[src/rtl/run_sequencer_pkg.sv]
// Shared state type, field geometry and coordinate widths for the runner game.
// Imported by run_sequencer and its sub-modules.
package run_pkg;

  typedef enum logic [1:0] {
    ST_IDLE = 2'b00,
    ST_RUN  = 2'b01,
    ST_DEAD = 2'b10
  } run_state_t;

  localparam int unsigned FIELD_W = 1920;
  localparam int unsigned FIELD_H = 1080;
  localparam int unsigned ROW_W   = 11;
  localparam int unsigned COL_W   = 12;
  localparam int unsigned SCORE_W = 16;

  function automatic logic [SCORE_W-1:0] sat_inc(input logic [SCORE_W-1:0] v);
    return (v == '1) ? v : v + 16'd1;
  endfunction

endpackage

[src/rtl/run_sequencer_key_debouncer.sv]
// Button conditioner: 2-flop synchronizer, frame-tick-gated stability counter
// and rising-edge detect. Generic so further buttons can reuse it.
module key_debouncer #(
  parameter int unsigned STABLE_TICKS = 2
) (
  input  logic clock,
  input  logic reset,
  input  logic tick,
  input  logic key_raw,
  output logic level,
  output logic press
);

  localparam int unsigned CNT_W = (STABLE_TICKS < 2) ? 1 : $clog2(STABLE_TICKS);

  logic             sync0;
  logic             sync1;
  logic [CNT_W-1:0] cnt_q;
  logic             differs;
  logic             accept;

  // press is asserted on the very tick the new level is accepted so the
  // consumer can act on that same edge.
  always_comb begin
    differs = sync1 ^ level;
    accept  = tick && differs && (cnt_q == CNT_W'(STABLE_TICKS - 1));
    press   = accept && sync1;
  end

  always_ff @(posedge clock or posedge reset) begin
    if (reset) begin
      sync0 <= 1'b0;
      sync1 <= 1'b0;
      cnt_q <= '0;
      level <= 1'b0;
    end else begin
      sync0 <= key_raw;
      sync1 <= sync0;
      if (tick) begin
        if (!differs) begin
          cnt_q <= '0;
        end else if (accept) begin
          level <= sync1;
          cnt_q <= '0;
        end else begin
          cnt_q <= cnt_q + 1'b1;
        end
      end
    end
  end

endmodule

[src/rtl/run_sequencer.sv]
// Frame-rate runner game controller: vsync-derived frame tick, jump physics,
// obstacle scroll and score. RUN_SEQUENCER_SPEEDUP_EN enables score-based speedup.
module run_sequencer #(
  parameter int unsigned GROUND_Y        = 800,
  parameter int unsigned FIELD_W         = run_pkg::FIELD_W,
  parameter int          JUMP_VEL        = 24,
  parameter int          GRAVITY         = 1,
  parameter int unsigned SCROLL_SPEED    = 8,
  parameter int unsigned DEBOUNCE_FRAMES = 2,
  parameter int unsigned DEAD_FRAMES     = 120,
  parameter logic        VSYNC_ACTIVE    = 1'b0
) (
  input  logic                        clock,
  input  logic                        reset,
  input  logic                        vsync,
  input  logic                        jump_key,
  input  logic                        collision,
  output logic                        frame_tick,
  output logic [1:0]                  state,
  output logic [run_pkg::ROW_W-1:0]   char_y,
  output logic [run_pkg::COL_W-1:0]   obstacle_x,
  output logic [run_pkg::SCORE_W-1:0] score
);

  import run_pkg::*;

  localparam logic [ROW_W-1:0] ROW_RST = ROW_W'(GROUND_Y);
  localparam logic [COL_W-1:0] COL_RST = COL_W'(FIELD_W - 1);
  localparam int unsigned      DC_W    = $clog2(DEAD_FRAMES + 1);

  run_state_t          state_q, state_d;
  logic                vs_q;
  logic                tick_q, tick_d;
  logic                coll_q, coll_d;
  logic                hit;
  logic [ROW_W-1:0]    y_q, y_d;
  logic [COL_W-1:0]    x_q, x_d;
  logic [SCORE_W-1:0]  score_q, score_d;
  logic signed [7:0]   vel_q, vel_d, vel_use;
  logic                air_q, air_d, air_use;
  logic [DC_W-1:0]     dead_q, dead_d;
  logic [12:0]         y_calc;
  logic [COL_W-1:0]    speed;
  logic                key_level;
  logic                key_press;

  key_debouncer #(
    .STABLE_TICKS(DEBOUNCE_FRAMES)
  ) u_jump_key (
    .clock  (clock),
    .reset  (reset),
    .tick   (tick_q),
    .key_raw(jump_key),
    .level  (key_level),
    .press  (key_press)
  );

`ifdef RUN_SEQUENCER_SPEEDUP_EN
  localparam int unsigned SW = COL_W + 1;
  logic [SW-1:0] speed_sum;

  always_comb begin
    speed_sum = SW'(SCROLL_SPEED) + {1'b0, score_q[15:4]};
    speed     = (speed_sum > SW'(2 * SCROLL_SPEED)) ? COL_W'(2 * SCROLL_SPEED)
                                                    : speed_sum[COL_W-1:0];
  end
`else
  assign speed = COL_W'(SCROLL_SPEED);
`endif

  always_comb begin
    tick_d  = (vsync == VSYNC_ACTIVE) && (vs_q != VSYNC_ACTIVE);
    // Collision on the tick edge itself belongs to the frame being closed.
    hit     = coll_q | collision;
    coll_d  = tick_q ? 1'b0 : hit;

    state_d = state_q;
    y_d     = y_q;
    x_d     = x_q;
    score_d = score_q;
    vel_d   = vel_q;
    air_d   = air_q;
    dead_d  = dead_q;
    vel_use = vel_q;
    air_use = air_q;
    y_calc  = '0;

    case (state_q)
      ST_IDLE: begin
        if (tick_q && key_press) begin
          state_d = ST_RUN;
          score_d = '0;
        end
      end

      ST_RUN: begin
        if (tick_q) begin
          if (hit) begin
            state_d = ST_DEAD;
            dead_d  = '0;
          end else begin
            if (!air_q && key_level) begin
              vel_use = 8'(JUMP_VEL);
              air_use = 1'b1;
            end
            if (air_use) begin
              y_calc = {2'b00, y_q} - {{5{vel_use[7]}}, vel_use};
              if (y_calc[12]) y_calc = '0;
              y_d   = y_calc[ROW_W-1:0];
              vel_d = vel_use - 8'(GRAVITY);
              air_d = 1'b1;
              if (y_calc >= 13'(GROUND_Y)) begin
                y_d   = ROW_RST;
                air_d = 1'b0;
                vel_d = '0;
              end
            end
            if (x_q < speed) begin
              x_d     = COL_RST;
              score_d = sat_inc(score_q);
            end else begin
              x_d = x_q - speed;
            end
          end
        end
      end

      ST_DEAD: begin
        if (tick_q) begin
          if (dead_q >= DC_W'(DEAD_FRAMES)) begin
            if (key_press) begin
              state_d = ST_IDLE;
              y_d     = ROW_RST;
              x_d     = COL_RST;
              vel_d   = '0;
              air_d   = 1'b0;
            end
          end else begin
            dead_d = dead_q + 1'b1;
          end
        end
      end

      default: begin
        state_d = ST_IDLE;
        y_d     = ROW_RST;
        x_d     = COL_RST;
        vel_d   = '0;
        air_d   = 1'b0;
      end
    endcase
  end

  // vs_q resets to the active level so a vsync already active at release
  // cannot produce a tick.
  always_ff @(posedge clock or posedge reset) begin
    if (reset) begin
      vs_q    <= VSYNC_ACTIVE;
      tick_q  <= 1'b0;
      coll_q  <= 1'b0;
      state_q <= ST_IDLE;
      y_q     <= ROW_RST;
      x_q     <= COL_RST;
      score_q <= '0;
      vel_q   <= '0;
      air_q   <= 1'b0;
      dead_q  <= '0;
    end else begin
      vs_q    <= vsync;
      tick_q  <= tick_d;
      coll_q  <= coll_d;
      state_q <= state_d;
      y_q     <= y_d;
      x_q     <= x_d;
      score_q <= score_d;
      vel_q   <= vel_d;
      air_q   <= air_d;
      dead_q  <= dead_d;
    end
  end

  assign frame_tick = tick_q;
  assign state      = state_q;
  assign char_y     = y_q;
  assign obstacle_x = x_q;
  assign score      = score_q;

endmodule

[config.mk]
export PLATFORM = sky130hd
export DESIGN_NAME = run_sequencer
export DESIGN_NICKNAME = d
export VERILOG_FILES = /design/src/rtl/run_sequencer_pkg.sv /design/src/rtl/run_sequencer_key_debouncer.sv /design/src/rtl/run_sequencer.sv
export SDC_FILE = /design/constraint.sdc
export NUM_CORES = 1
export LEC_CHECK = 0
export ABC_AREA = 1
export BUFFER_PORTS_ARGS = -buffer_cell sky130_fd_sc_hd__buf_2
export CORE_MARGIN = 1.5
export CORE_UTILIZATION = 50
export DETAILED_ROUTE_END_ITERATION = 12
export PLACE_DENSITY = 0.72
export REMOVE_ABC_BUFFERS = 1
export SLEW_MARGIN = 15
export SYNTH_ARGS = -nofsm -noshare
export SYNTH_HDL_FRONTEND = slang
export SYNTH_HIERARCHICAL = 1
export SYNTH_SLANG_ARGS = --single-unit
[constraint.sdc]
create_clock -name clock -period 2.5 [get_ports clock]
set_input_delay 0.125 -clock clock [delete_from_list [all_inputs] [get_ports clock]]
set_output_delay 0.125 -clock clock [all_outputs]
set_load 0.02 [all_outputs]
# --- Word level (Yosys, flattened, before mapping) ---
# Cells that the tools add are included.
totals:
  in_bits: 5
  output_inout_bits: 42
  wordCells: 122
  ff_bits: 64
classes:
  order_cmp: 3
  n_reduce_logical: 16
  n_bitwise: 4
  eq_ne: 14
  add_sub_neg: 6
  n_mux: 65
ops:
  columns: ["cell", "count"]
  rows:
  - ["$mux 8", 11]
  - ["$mux 12", 7]
  - ["$mux 16", 5]
  - ["$mux 11", 7]
  - ["$mux 13", 4]
  - ["$pmux 12 s3", 1]
  - ["$pmux 11 s3", 1]
  - ["$pmux 16 s2", 1]
  - ["$mux 7", 4]
  - ["$pmux 8 s3", 1]
  - ["$ne 2x2->1 const B", 11]
  - ["$reduce_and 6->1", 3]
  - ["$add 16x1->16 const B", 1]
  - ["$eq 16x16->1 const B", 1]
  - ["$mux 1", 14]
  - ["$pmux 7 s2", 1]
  - ["$ge 13x10->1 const B", 1]
  - ["$sub 12x8->13", 1]
  - ["$lt 12x4->1 const B", 1]
  - ["$mux 2", 6]
  - ["$sub 12x4->12 const B", 1]
  - ["$sub 8x2->8 const B", 1]
  - ["$add 7x1->7 const B", 1]
  - ["$ge 7x7->1 const B", 1]
  - ["other kinds (15)", 22]

# --- Longest topological paths before layout ---
# Gate-level depths: netlist (run 1).
depth:
  word_depth: 18
  ltp_mapped: 20
  ltp_nobuf: 20

# --- Hierarchy ---
# The synthesis (run 1) kept the hierarchy.
by_module_without_submodules:
  columns: ["module", "seq_area_each_um2", "cells_per_inst", "area_each_um2", "n_inst"]
  rows:
  - ["run_sequencer", 1465.2, 535, 4041.4, 1]
  - ["key_debouncer", 100.1, 17, 170.2, 1]

# --- Least setup slack after synthesis (run 1) ---
# No wires, ideal clock.
synth_path:
  kind: "reg-to-reg"
  from: "register air_q"
  to: "register vel_q[0]"
  slack_ns: 0.003
  path_stages_with_launch: 21
  period_less_slack_ns: 2.497
  arrival_time_ns: 2.380
  t_required_ns: 2.383
  cell_sequence: "dfrtp_1 > inv_2 > nand2_2 > inv_2 > nor2_1 > ha_1 > fa_1 > inv_1 > nand2_1 > nand2_1 > and2_1 > nand2_1 > nand2_1 > nand2_1 > nand2_1 > nand3_1 > nand2_2 > nand2_4 > buf_12 > nand3_2 > o21ai_2"
synth_via:
  elab_chain_len: 18
  elab_cells_between_ends: 25
  cone_classes: "add/sub (2); order compare (1); eq/ne (1); mux (18); reduce/logical (3)"
synth_rtl:
  columns: ["element", "line_no", "rtl"]
  rows:
  - ["from (decl)", "run_sequencer.sv:40", "logic air_q, air_d, air_use;"]
  - ["from (signal assigned)", "run_sequencer.sv:177", "air_q <= air_d;"]
  - ["$logic_not 1->1", "run_sequencer.sv:102", "if (!air_q && key_level) begin"]
  - ["$logic_and 1x1->1", "run_sequencer.sv:102", null]
  - ["$mux 8", "run_sequencer.sv:102", null]
  - ["$mux 8", "run_sequencer.sv:98", "if (hit) begin"]
  - ["$mux 8", "run_sequencer.sv:97", "if (tick_q) begin"]
  - ["$mux 8", "run_sequencer.sv:88", "case (state_q)"]
  - ["$sub 12x8->13", "run_sequencer.sv:107", "y_calc = {2'b00, y_q} - {{5{vel_use[7]}}, vel_use};"]
  - ["$mux 12", "run_sequencer.sv:108", "if (y_calc[12]) y_calc = '0;"]
  - ["[2 not listed]", null, null]
  - ["$mux 13", "run_sequencer.sv:97", null]
  - ["$mux 13", "run_sequencer.sv:88", null]
  - ["$ge 13x10->1", "run_sequencer.sv:112", "if (y_calc >= 13'(GROUND_Y)) begin"]
  - ["$mux 8", "run_sequencer.sv:112", null]
  - ["$mux 8", "run_sequencer.sv:106", "if (air_use) begin"]
  - ["$mux 8", "run_sequencer.sv:98", null]
  - ["$mux 8", "run_sequencer.sv:97", null]
  - ["$pmux 8 s3", "run_sequencer.sv:88", null]
  - ["to (signal assigned)", "run_sequencer.sv:176", "vel_q <= vel_d;"]
  - ["to (decl)", "run_sequencer.sv:39", "logic signed [7:0] vel_q, vel_d, vel_use;"]
# Several ways; a longest one is shown, not always the timed one. The select of a mux whose other input is x is not followed.
# A chain may end at the register's enable or synchronous reset.

# --- Worst setup path in the final report (run 1) ---
layout_path:
  from: "register air_q"
  to: "register y_q[5], in the netlist char_y[5]"
layout_via:
  elab_chain_len: 18
  elab_cells_between_ends: 24
  cone_classes: "add/sub (1); order compare (1); eq/ne (1); mux (18); reduce/logical (3)"
layout_rtl:
  columns: ["element", "line_no", "rtl"]
  rows:
  - ["$logic_not 1->1", "run_sequencer.sv:102", null]
  - ["$logic_and 1x1->1", "run_sequencer.sv:102", null]
  - ["$mux 8", "run_sequencer.sv:102", null]
  - ["$mux 8", "run_sequencer.sv:98", null]
  - ["$mux 8", "run_sequencer.sv:97", null]
  - ["$mux 8", "run_sequencer.sv:88", null]
  - ["$sub 12x8->13", "run_sequencer.sv:107", null]
  - ["$mux 12", "run_sequencer.sv:108", null]
  - ["[2 not listed]", null, null]
  - ["$mux 13", "run_sequencer.sv:97", null]
  - ["$mux 13", "run_sequencer.sv:88", null]
  - ["$ge 13x10->1", "run_sequencer.sv:112", null]
  - ["$mux 11", "run_sequencer.sv:112", null]
  - ["$mux 11", "run_sequencer.sv:106", null]
  - ["$mux 11", "run_sequencer.sv:98", null]
  - ["$mux 11", "run_sequencer.sv:97", null]
  - ["$pmux 11 s3", "run_sequencer.sv:88", null]
  - ["to (signal assigned)", "run_sequencer.sv:173", "y_q <= y_d;"]
  - ["to (decl)", "run_sequencer.sv:36", "logic [ROW_W-1:0] y_q, y_d;"]
# Several ways; a longest one is shown, not always the timed one. The select of a mux whose other input is x is not followed.

==> results of run 1 <==
[critical path: stages, from the launching register on]
cell and delay (ns):
dfrtp_1 0.39, inv_2 0.08, nand2_4 0.07, inv_6 0.08, nor2_4 0.04, ha_4 0.17, fa_2 0.41, inv_2 0.09
nand2_2 0.05, nand2_2 0.07, nand3_1 0.11, nand2_1 0.10, nand2_1 0.07, nand2_2 0.08, nand3_2 0.08, nand3_2 0.10
nand2_4 0.13, nand2_4 0.13, nand3_1 0.08, nand2_1 0.08, inv_1 0.04
[synthesized netlist by cell type, types with 7 or more instances]
library cell  instances
a21oi_1              13
dfrtp_1              51
dfstp_2              11
ha_1                 17
inv_1                75
inv_2                16
nand2_1             132
nand2_2               9
nand3_1              39
nand3_2              12
nand4_1              11
nor2_1               52
nor3_1               12
o21ai_0              21
o21ai_1               7
xor2_1               12
[stage by stage]
step,power (uW),std cells,setup slack [ns]
2_1_floorplan,4400,542,0.0410
3_3_place_gp,5420,714,-0.0105
3_5_place_dp,5520,714,-0.0795
4_1_cts,6850,734,0.0106
5_1_grt,8310,740,-0.132
6_report,7770,740,-0.0131
[cells by family after synthesis]
family / share of synthesized area [%]
AOI/OAI and AO/OA: 10.2
xor gates and xnor gates: 3.54
adders and majority gates: 5.53
buffers and inverters: 10.6
DFF: 37.2
and+or+nand+nor: 32.9
[final cells by class]
type                    instances  area [um^2]  area share, %
inverters                      91          349           6.65
well taps                     105          131           2.50
repair buffers                 74          477           9.08
flip-flops and latches         62         1570           29.8
clock buffers                   9          124           2.36
clock inverters                 7         73.8           1.41
multi-input cells             392         2530           48.2
[sequential cells by signal (all words and copies together), names as in the netlist]
| register | count |
|---|---|
| dead_q | 7 |
| air_q | 1 |
| score | 16 |
| vel_q | 8 |
| u_jump_key/cnt_q | 1 |
| coll_q | 1 |
| u_jump_key/sync0 | 1 |
| state | 2 |
| frame_tick | 1 |
| obstacle_x | 10 |
| char_y | 11 |
| u_jump_key/level | 1 |
| u_jump_key/sync1 | 1 |
| vs_q | 1 |
[cell usage in the layout (no fill, tap or decap), types with 3 or more instances in the layout]
cell type | netlist | routed
nand2_1 | 132 | 118
inv_1 | 75 | 73
dfrtp_1 | 51 | 51
buf_2 | 0 | 46
nor2_1 | 52 | 42
nand3_1 | 39 | 29
nand3_2 | 12 | 22
buf_4 | 4 | 22
o21ai_0 | 21 | 20
nand2_2 | 9 | 19
inv_2 | 16 | 16
nor2_2 | 4 | 12
nor3_1 | 12 | 12
xor2_1 | 12 | 12
nand4_1 | 11 | 11
a21oi_1 | 13 | 11
dfstp_2 | 11 | 11
ha_4 | 0 | 9
clkbuf_8 | 0 | 9
ha_1 | 17 | 8
nand2_4 | 2 | 7
o21ai_2 | 5 | 7
nor2_4 | 4 | 6
o21ai_1 | 7 | 6
xnor2_1 | 5 | 5
nor4_1 | 4 | 4
a21oi_2 | 3 | 4
o31ai_1 | 4 | 4
nor3_2 | 3 | 3
dlygate4sd3_1 | 0 | 3
[power by group through the flow]
| stage | registers (uW) | clock network [uW] | logic [uW] |
|---|---|---|---|
| 6_report | 1490 | 893 | 5380 |
| 5_1_grt | 1520 | 955 | 5830 |
| 4_1_cts | 1480 | 911 | 4460 |
| 3_5_place_dp | 1480 | 0 | 4040 |
| 3_3_place_gp | 1470 | 0 | 3940 |
| 2_1_floorplan | 1600 | 0 | 2800 |
[worst max-delay path by stage]
stage,start,end,depth (start not counted)
4_1_cts,air_q,char_y[1],17
5_1_grt,air_q,char_y[5],20
3_5_place_dp,air_q,char_y[0],19
6_report,air_q,char_y[5],20
3_3_place_gp,u_jump_key/level,char_y[8],17
2_1_floorplan,air_q,vel_q[1],19
[metal layers]
layer  routed length (um)  global-route usage (%)  vias up
met1                 4680                    30.5     1862
li1                     -                       -     1945
met3                  328                    4.75       21
met2                 5170                    38.6       84
met5                    0                       0        -
met4                  223                    8.46        0
[timing repair]
| action | CTS | global route |
|---|---|---|
| buffers inserted | 0 | 4 |
| hold endpoints to repair | 7 | 0 |
| endpoints found under the setup margin | 18 | 19 |
| resized for setup | 11 | 57 |
| cloned | 1 | 2 |
| hold buffers | 3 | 0 |
| pin swaps | 4 | 14 |
==> out/qor.txt, run 1 <==
Sw Pwr = 4040 uW
clk root buf = clkbuf_8
RD Place Congestion = 0.919
Cell Int Power = 3720 uW
crit end category = flip-flop
FF-to-FF setup slack = -0.01 ns
share of cells above drive strength 1 = 33.7%
Reg power frac = 19.2%
Initial Util = 51.5%
First DRT Iteration DRCs = 220
Final Max Slew Viols = 0
Synth top area share = 30.3%
Die ar. = 0.00898 mm^2
Yosys Warn Count = 6
Leakage Power = 0.00252 uW
Clock Sinks = 62
combinational share of power = 69.3%
Area Overhead vs Synth = 24.7%
failing checks = setup timing
final period utilization = 101%
Clock Skews = 0.0127 ns
fmax = 398 MHz
Setup crit start kind = flip-flop
post-synth cell types = 43
diodes inserted = 0
Avg WL per Cell = 14.1 um
status = finished, violations left
Crit path required time = 2.79 ns
Switching Share = 52.1%
Power Density = 1480 mW/mm^2
Slew @ Worst Pin = 0.746 ns
total detailed-routing wirelength = 10,400 um
RR Startpoint = air_q
fin nets = 653
core area = 0.00818 mm^2
largest fanout on the critical path = 4
Die Span Y = 94.8 um
hold slack = 0.0857 ns
htree depth = 3
port bufs = 46
Via Count = 3,912
final core occ = 64.2%
Clk pwr share = 11.5%
drt pass-1 iters = 4
final hold violations = 0
Synth Cell Area = 0.00421 mm^2
Post-Synthesis Cells = 552
post-route minimum period = 2.51 ns
VDD IR max = 0.815 mV
top post-synthesis cells by area = dfrtp_1 30%, nand2_1 12%, dfstp_2 6.9%
number of antenna violations at the first check in global routing = 0
register area share after synthesis = 37.2%
FF-to-FF path depth = 20
largest buffer count on any clock path = 2
total global-route track usage = 23.5%
Avg Cell Area, Syn = 7.63 um^2
Fillers = 688
WP data arrival = 2.80 ns
Crit Path Class = reg -> reg
# rows = 33
Final Cell Area = 0.00525 mm^2
final setup margin = -0.0131 ns
Fin Setup TNS = -0.0201 ns
TritonCTS buffer count = 9
hold_sp = collision
Post-synth top flop = dfrtp_1
vias in the first global route = 3,624
Final setup viols = 3
dpl hpwl = 7150 um
largest net degree at the start of global routing = 59
GRT overflow = 0
I/O Pins = 47
hold path cells = 3
Worst Hold Path EP = coll_q
post-synth top area cell = dfrtp_1
CTS tree = yes
Async SR Flop Fraction = 100%
# Max-Cap Violations = 0
EDFF count, synth = 0
Detail Route Antenna Nets = 0
Hold WC Path Type = in -> reg
Yosys reg bits = 62
Vias/cell = 5.29
drt drc = 0
die width = 94.8 um
Clock Pin Slew Worst Setup and Hold Paths = 0.08 ns
first-pass GRT wire length = 16,500 um
Placed Instance Area = 0.00464 mm^2
Slew headroom = 50.3%
worst skew pair latency = 0.36 ns
RSZ-0062 raised after global routing = true
worst flop-to-flop path endpoint = char_y[5]
Note: power is estimated with default switching activity, not from simulation.
==> run 2: changes to the inputs <==
--- a/config.mk
+++ b/config.mk
@@ -10,6 +10,7 @@
 export CORE_MARGIN = 1.5
 export CORE_UTILIZATION = 50
 export DETAILED_ROUTE_END_ITERATION = 12
+export GPL_TIMING_DRIVEN = 0
 export PLACE_DENSITY = 0.72
 export REMOVE_ABC_BUFFERS = 1
 export SLEW_MARGIN = 15
==> constraint.sdc (replaced) <==
create_clock -name clock -period 2.5 [get_ports clock]
set_input_delay 0.125 -clock clock [delete_from_list [all_inputs] [get_ports clock]]
set_output_delay 0.125 -clock clock [all_outputs]
set_load 0.05 [all_outputs]
==> out/qor.txt, run 2 (synthesis gave the netlist of run 1 again) <==
number of antenna violations at the first check in global routing = 0 (unchanged)
RSZ-0062 raised after global routing = true (unchanged)
WP buf/inv = 3 (was 4)
Die ar. = 0.00898 mm^2 (unchanged)
CP Cell Sequence = inv_2 > nand2_4 > inv_4 > nor2_1 > ha_2 > fa_2 > inv_2 > nand2_1 > nand2_1 > and2_4 > nand2_1 > nand2_1 > nand2_1 > nand2_2 > nand3_4 > nand2_8 > nand2_8 > nand3_2 > o21ai_1 (was inv_2 > nand2_4 > inv_6 > nor2_4 > ha_4 > fa_2 > inv_2 > nand2_2 > nand2_2 > nand3_1 > nand2_1 > nand2_1 > nand2_2 > nand3_2 > nand3_2 > nand2_4 > nand2_4 > nand3_1 > nand2_1 > inv_1)
crit end category = flip-flop (unchanged)
Vias/cell = 5.36 (was 5.29)
Clock Pin Slew Worst Setup and Hold Paths = 0.07 ns (was 0.08 ns)
hold slack = 0.0831 ns (was 0.0857 ns)
# Max-Cap Violations = 0 (unchanged)
TritonCTS buffer count = 9 (unchanged)
Multi-input gate area = 0.00256 mm^2 (was 0.00253 mm^2)
Die Span Y = 94.8 um (unchanged)
RD Place Congestion = 0.917 (was 0.919)
total detailed-routing wirelength = 10,800 um (was 10,400 um)
Detail Route Antenna Nets = 0 (unchanged)
failing checks = setup timing (unchanged)
First DRT Iteration DRCs = 199 (was 220)
Clock Sinks = 62 (unchanged)
port bufs = 46 (unchanged)
critical path's most frequent cell = nand2_1
WP data arrival = 2.75 ns (was 2.80 ns)
final setup margin = -0.0414 ns (was -0.0131 ns)
drt pass-1 iters = 5 (was 4)
Hold WC Path Type = in -> reg (unchanged)
worst skew pair latency = 0.34 ns (was 0.36 ns)
GRT overflow = 0 (unchanged)
core area = 0.00818 mm^2 (unchanged)
share of cells above drive strength 1 = 33.2% (was 33.7%)
largest buffer count on any clock path = 2 (unchanged)
diodes inserted = 0 (unchanged)
post-route minimum period = 2.54 ns (was 2.51 ns)
Fin Setup TNS = -0.290 ns (was -0.0201 ns)
Crit path max-delay family = simple AND/OR/NAND/NOR gates (unchanged)
CP max stage cell = dfrtp_1 (was fa_2)
clk root buf = clkbuf_8 (unchanged)
final hold violations = 0 (unchanged)
dpl hpwl = 6840 um (was 7150 um)
Final Max Slew Viols = 0 (unchanged)
first-pass GRT wire length = 16,200 um (was 16,500 um)
Via Count = 3,939 (was 3,912)
most frequent cells in the layout = 121 x nand2_1, 73 x inv_1, 50 x dfrtp_1 (was 118 x nand2_1, 73 x inv_1, 51 x dfrtp_1)
fin nets = 648 (was 653)
final period utilization = 102% (was 101%)
status = finished, violations left (unchanged)
Crit path required time = 2.71 ns (was 2.79 ns)
Place WS = -0.382 ns (was -0.0795 ns)
total global-route track usage = 22.8% (was 23.5%)
CTS tree = yes (unchanged)
Slew headroom = 52.9% (was 50.3%)
register area = 0.00157 mm^2 (about the same)
I/O Pins = 47 (unchanged)
Fillers = 664 (was 688)
largest fanout on the critical path = 5 (was 4)
Area Overhead vs Synth = 25.1% (was 24.7%)
final core occ = 64.4% (was 64.2%)
Crit Path Class = reg -> reg (unchanged)
vias in the first global route = 3,717 (was 3,624)
Setup crit start kind = flip-flop (unchanged)
Max stage delay on crit path = 0.39 ns (was 0.41 ns)
Initial Util = 51.5% (unchanged)
Largest register FFs = 16 (unchanged)
die width = 94.8 um (unchanged)
fmax = 393 MHz (was 398 MHz)
largest net degree at the start of global routing = 59 (unchanged)
commonest non-fill, non-tap cell in the layout = nand2_1 (unchanged)
drt drc = 0 (unchanged)
# rows = 33 (unchanged)
Avg WL per Cell = 14.6 um (was 14.1 um)
htree depth = 3 (unchanged)
Slew @ Worst Pin = 0.707 ns (was 0.746 ns)
Final setup viols = 15 (was 3)
Clock Skews = 0.0128 ns (was 0.0127 ns)
## run 2: cell count changes in the layout (fill, tap and decap cells not counted), moves of 2 or more
cell	previous run	this run
nand2_1	118	121
inv_4	1	3
inv_2	16	14
ha_2	0	2
nand2_4	7	5
ha_4	9	7
nand2_2	19	15
clkbuf_8	9	11
inv_6	2	0
buf_4	22	16
nand2_8	2	5
## run 2: worst paths after layout
kind                                   from                to  slack (ns)  depth (start not counted)
min in group asynchronous             reset  u_jump_key/cnt_q        0.24                          3
min reg2reg                u_jump_key/sync0  u_jump_key/sync1        0.35                          0
min                               collision            coll_q        0.08                          3
max                                   air_q          vel_q[7]       -0.04                         19
max in group asynchronous             reset         dead_q[4]        1.55                          3
max reg2reg                           air_q          vel_q[7]       -0.04                         19
## run 2: final cells by class
type                    instances  area share (%)
clock buffers                  12            2.95
clock inverters                 4           0.855
inverters                      91            6.72
multi-input cells             392            48.7
flip-flops and latches         62            29.7
well taps                     105            2.49
repair buffers                 69            8.57
## run 2: worst register-to-register path, delay by kind of cell (launching register included)
kind / cells / cell delay [ns]
AND/OR/NAND/NOR: 13 / 1.15
adder cells (fa/ha/maj): 2 / 0.59
flip-flops: 1 / 0.39
buffers and inverters: 3 / 0.23
AO/OA/AOI/OAI: 1 / 0.06
## run 2: repair_timing
action,in CTS,in global routing
buffers inserted,5,15
hold buffers,3,0
cloned,1,2
resized for setup,21,54
setup endpoints to repair,19,20
endpoints found under the hold margin,54,0
pin swaps,4,28
## run 2: metal layers
| layer | part of all wire (%) | global-route usage [%] |
|---|---|---|
| met1 | 43 | 28.3 |
| met4 | 2.2 | 9.08 |
| met5 | 0 | 0 |
| met3 | 3.3 | 3.22 |
| met2 | 52 | 39.6 |
## run 2: per-stage QoR
step / cell area (um^2) / std cells
after CTS: 4870 / 718
final: 5270 / 735
after detailed placement: 4470 / 693
after floorplan: 4110 / 542
after global placement: 4470 / 693
after global routing: 5270 / 735
Power of run 2 is not shown: default switching activity piles up to over one toggle a cycle in this logic, so the estimate is an artifact.
==> run 3: changes to the inputs <==
--- a/config.mk
+++ b/config.mk
@@ -7,11 +7,12 @@
 export LEC_CHECK = 0
 export ABC_AREA = 1
 export BUFFER_PORTS_ARGS = -buffer_cell sky130_fd_sc_hd__buf_2
+export CORE_ASPECT_RATIO = 2
 export CORE_MARGIN = 1.5
 export CORE_UTILIZATION = 50
 export DETAILED_ROUTE_END_ITERATION = 12
 export GPL_TIMING_DRIVEN = 0
-export PLACE_DENSITY = 0.72
+export PLACE_DENSITY = 0.7
 export REMOVE_ABC_BUFFERS = 1
 export SLEW_MARGIN = 15
 export SYNTH_ARGS = -nofsm -noshare
==> constraint.sdc (replaced) <==
create_clock -name clock -period 2.75 [get_ports clock]
set_input_delay 0.1375 -clock clock [delete_from_list [all_inputs] [get_ports clock]]
set_output_delay 0.1375 -clock clock [all_outputs]
set_load 0.05 [all_outputs]
==> out/qor.txt, run 3 (synthesis gave the netlist of run 1 again) <==
Clock Skews = 0.00396 ns (was 0.0128 ns)
RD Place Congestion = 0.881 (was 0.917)
status = complete, no violations (was finished, violations left)
Power, Total = 6880 uW
Final Cell Area = 0.00499 mm^2 (was 0.00527 mm^2)
First DRT Iteration DRCs = 146 (was 199)
# Max-Cap Violations = 0 (unchanged)
htree depth = 3 (unchanged)
final core occ = 60.6% (was 64.4%)
Die Span Y = 133 um (was 94.8 um)
share of cells above drive strength 1 = 26.1% (was 33.2%)
crit end category = flip-flop (unchanged)
Placed Instance Area = 0.00446 mm^2 (was 0.00447 mm^2)
clk root buf = clkbuf_16 (was clkbuf_8)
Clock Sinks = 62 (unchanged)
hold slack = 0.107 ns (was 0.0831 ns)
Area Overhead vs Synth = 18.5% (was 25.1%)
vias in the first global route = 3,848 (was 3,717)
fmax = 379 MHz (was 393 MHz)
total detailed-routing wirelength = 10,400 um (was 10,800 um)
total global-route track usage = 24.7% (was 22.8%)
Clock Pin Slew Worst Setup and Hold Paths = 0.05 ns (was 0.07 ns)
I/O Pins = 47 (unchanged)
CP max stage cell = dfrtp_1 (unchanged)
Max stage delay on crit path = 0.39 ns (about the same)
WP data arrival = 2.85 ns (was 2.75 ns)
Avg WL per Cell = 14.6 um (about the same)
Initial Util = 51.2% (was 51.5%)
most frequent cells in the layout = 130 x nand2_1, 73 x inv_1, 50 x dfrtp_1 (was 121 x nand2_1, 73 x inv_1, 50 x dfrtp_1)
Final Max Slew Viols = 0 (unchanged)
Die ar. = 0.00902 mm^2 (was 0.00898 mm^2)
drt drc = 0 (unchanged)
VDD IR max = 0.604 mV
GRT overflow = 0 (unchanged)
Setup crit start kind = flip-flop (unchanged)
final hold violations = 0 (unchanged)
largest buffer count on any clock path = 2 (unchanged)
largest fanout on the critical path = 9 (was 5)
TritonCTS buffer count = 9 (unchanged)
Slew headroom = 51.4% (was 52.9%)
worst skew pair latency = 0.32 ns (was 0.34 ns)
number of antenna violations at the first check in global routing = 0 (unchanged)
Via Count = 3,783 (was 3,939)
Slew @ Worst Pin = 0.729 ns (was 0.707 ns)
hold_sp = collision (unchanged)
core area = 0.00823 mm^2 (was 0.00818 mm^2)
die width = 67.9 um (was 94.8 um)
drt pass-1 iters = 4 (was 5)
Crit Path Class = reg -> reg (unchanged)
Crit path max-delay family = simple AND/OR/NAND/NOR gates (unchanged)
RSZ-0062 raised after global routing = false (was true)
# rows = 47 (was 33)
fin nets = 636 (was 648)
critical path's most frequent cell = nand2_1 (unchanged)
final period utilization = 96.1% (was 102%)
crit path from = air_q (unchanged)
Fillers = 738 (was 664)
diodes inserted = 0 (unchanged)
Largest register FFs = 16 (unchanged)
first-pass GRT wire length = 17,000 um (was 16,200 um)
port bufs = 46 (unchanged)
dpl hpwl = 7730 um (was 6840 um)
RR Startpoint = air_q (unchanged)
Power Density = 1380 mW/mm^2
Hold WC Path Type = in -> reg (unchanged)
post-route minimum period = 2.64 ns (was 2.54 ns)
largest net degree at the start of global routing = 59 (unchanged)
Vias/cell = 5.28 (was 5.36)
CTS tree = yes (unchanged)
WP buf/inv = 4 (was 3)
Detail Route Antenna Nets = 0 (unchanged)
CP Cell Sequence = inv_2 > nand2_4 > inv_4 > nor2_1 > ha_1 > fa_2 > inv_2 > nand2_1 > nand2_1 > and2_4 > nand3_1 > nand3_1 > nand2_1 > nand2_4 > buf_4 > nand2_8 > nand3_2 > o21ai_2 (was inv_2 > nand2_4 > inv_4 > nor2_1 > ha_2 > fa_2 > inv_2 > nand2_1 > nand2_1 > and2_4 > nand2_1 > nand2_1 > nand2_1 > nand2_2 > nand3_4 > nand2_8 > nand2_8 > nand3_2 > o21ai_1)
Crit path required time = 2.96 ns (was 2.71 ns)
Leakage Power = 0.00245 uW
Final setup viols = 0 (was 15)
commonest non-fill, non-tap cell in the layout = nand2_1 (unchanged)
run 3: cell count changes in the layout (fill, tap and decap cells not counted), sizes merged:
| cell | delta |
|---|---|
| clkinv | -1 |
| buf | -10 |
| inv | +1 |
| nand2 | -2 |
run 3: worst register-to-register path, delay by kind of cell, from the launching register on:
family	cells	cell delay, ns
adders and majority gates	2	0.58
AOI/OAI and AO/OA	1	0.05
buffers and inverters	4	0.45
DFF	1	0.39
and+or+nand+nor	11	1.07
run 3: what timing repair did:
item / CTS / global route
hold buffers: 3 / 0
buffers inserted: 2 / 8
endpoints found under the hold margin: 54 / 0
cloned: 0 / 1
pin swaps: 0 / 3
gates resized for setup: 5 / 17
endpoints found under the setup margin: 19 / 19
run 3: report_power, final:
group | total [uW] | internal, uW | switching, uW
sequential | 1360 | 1150 | 209
clock | 1130 | 745 | 383
combinational | 4400 | 1440 | 2950
total | 6880 | 3340 | 3550
run 3: per-layer routing:
| metal | routed length (um) | GRT usage [%] | share of wire (%) |
|---|---|---|---|
| met3 | 256 | 3.74 | 2.5 |
| met1 | 3750 | 24.7 | 36 |
| met5 | 0 | 0 | 0 |
| met2 | 6080 | 45.6 | 58 |
| met4 | 357 | 13.6 | 3.4 |
run 3: layout make-up:
| cell class | count | area (um^2) | area share (%) |
|---|---|---|---|
| well taps | 98 | 123 | 2.46 |
| clock inverters | 4 | 45.0 | 0.902 |
| multi-input cells | 390 | 2310 | 46.2 |
| clock buffers | 12 | 256 | 5.14 |
| repair buffers | 59 | 348 | 6.97 |
| flip-flops and latches | 62 | 1570 | 31.4 |
| inverters | 91 | 347 | 6.94 |
run 3: path summary, 6_finish.rpt:
check | depth (start not counted) | endpoint | slack (ns)
max reg2reg | 18 | vel_q[0] | 0.11
min reg2reg | 0 | u_jump_key/sync1 | 0.35
max in group asynchronous | 3 | vel_q[0] | 1.75
max | 18 | vel_q[0] | 0.11
min | 3 | coll_q | 0.11
min in group asynchronous | 3 | u_jump_key/sync0 | 0.28
run 3: through the flow:
stage                     cells  setup slack, ns  setup TNS [ns]
after CTS                   707           0.0200               0
after global routing        716           0.0140               0
final                       716            0.108               0
after floorplan             542            0.275               0
after detailed placement    686           -0.200           -2.84
after global placement      686           -0.164           -2.19
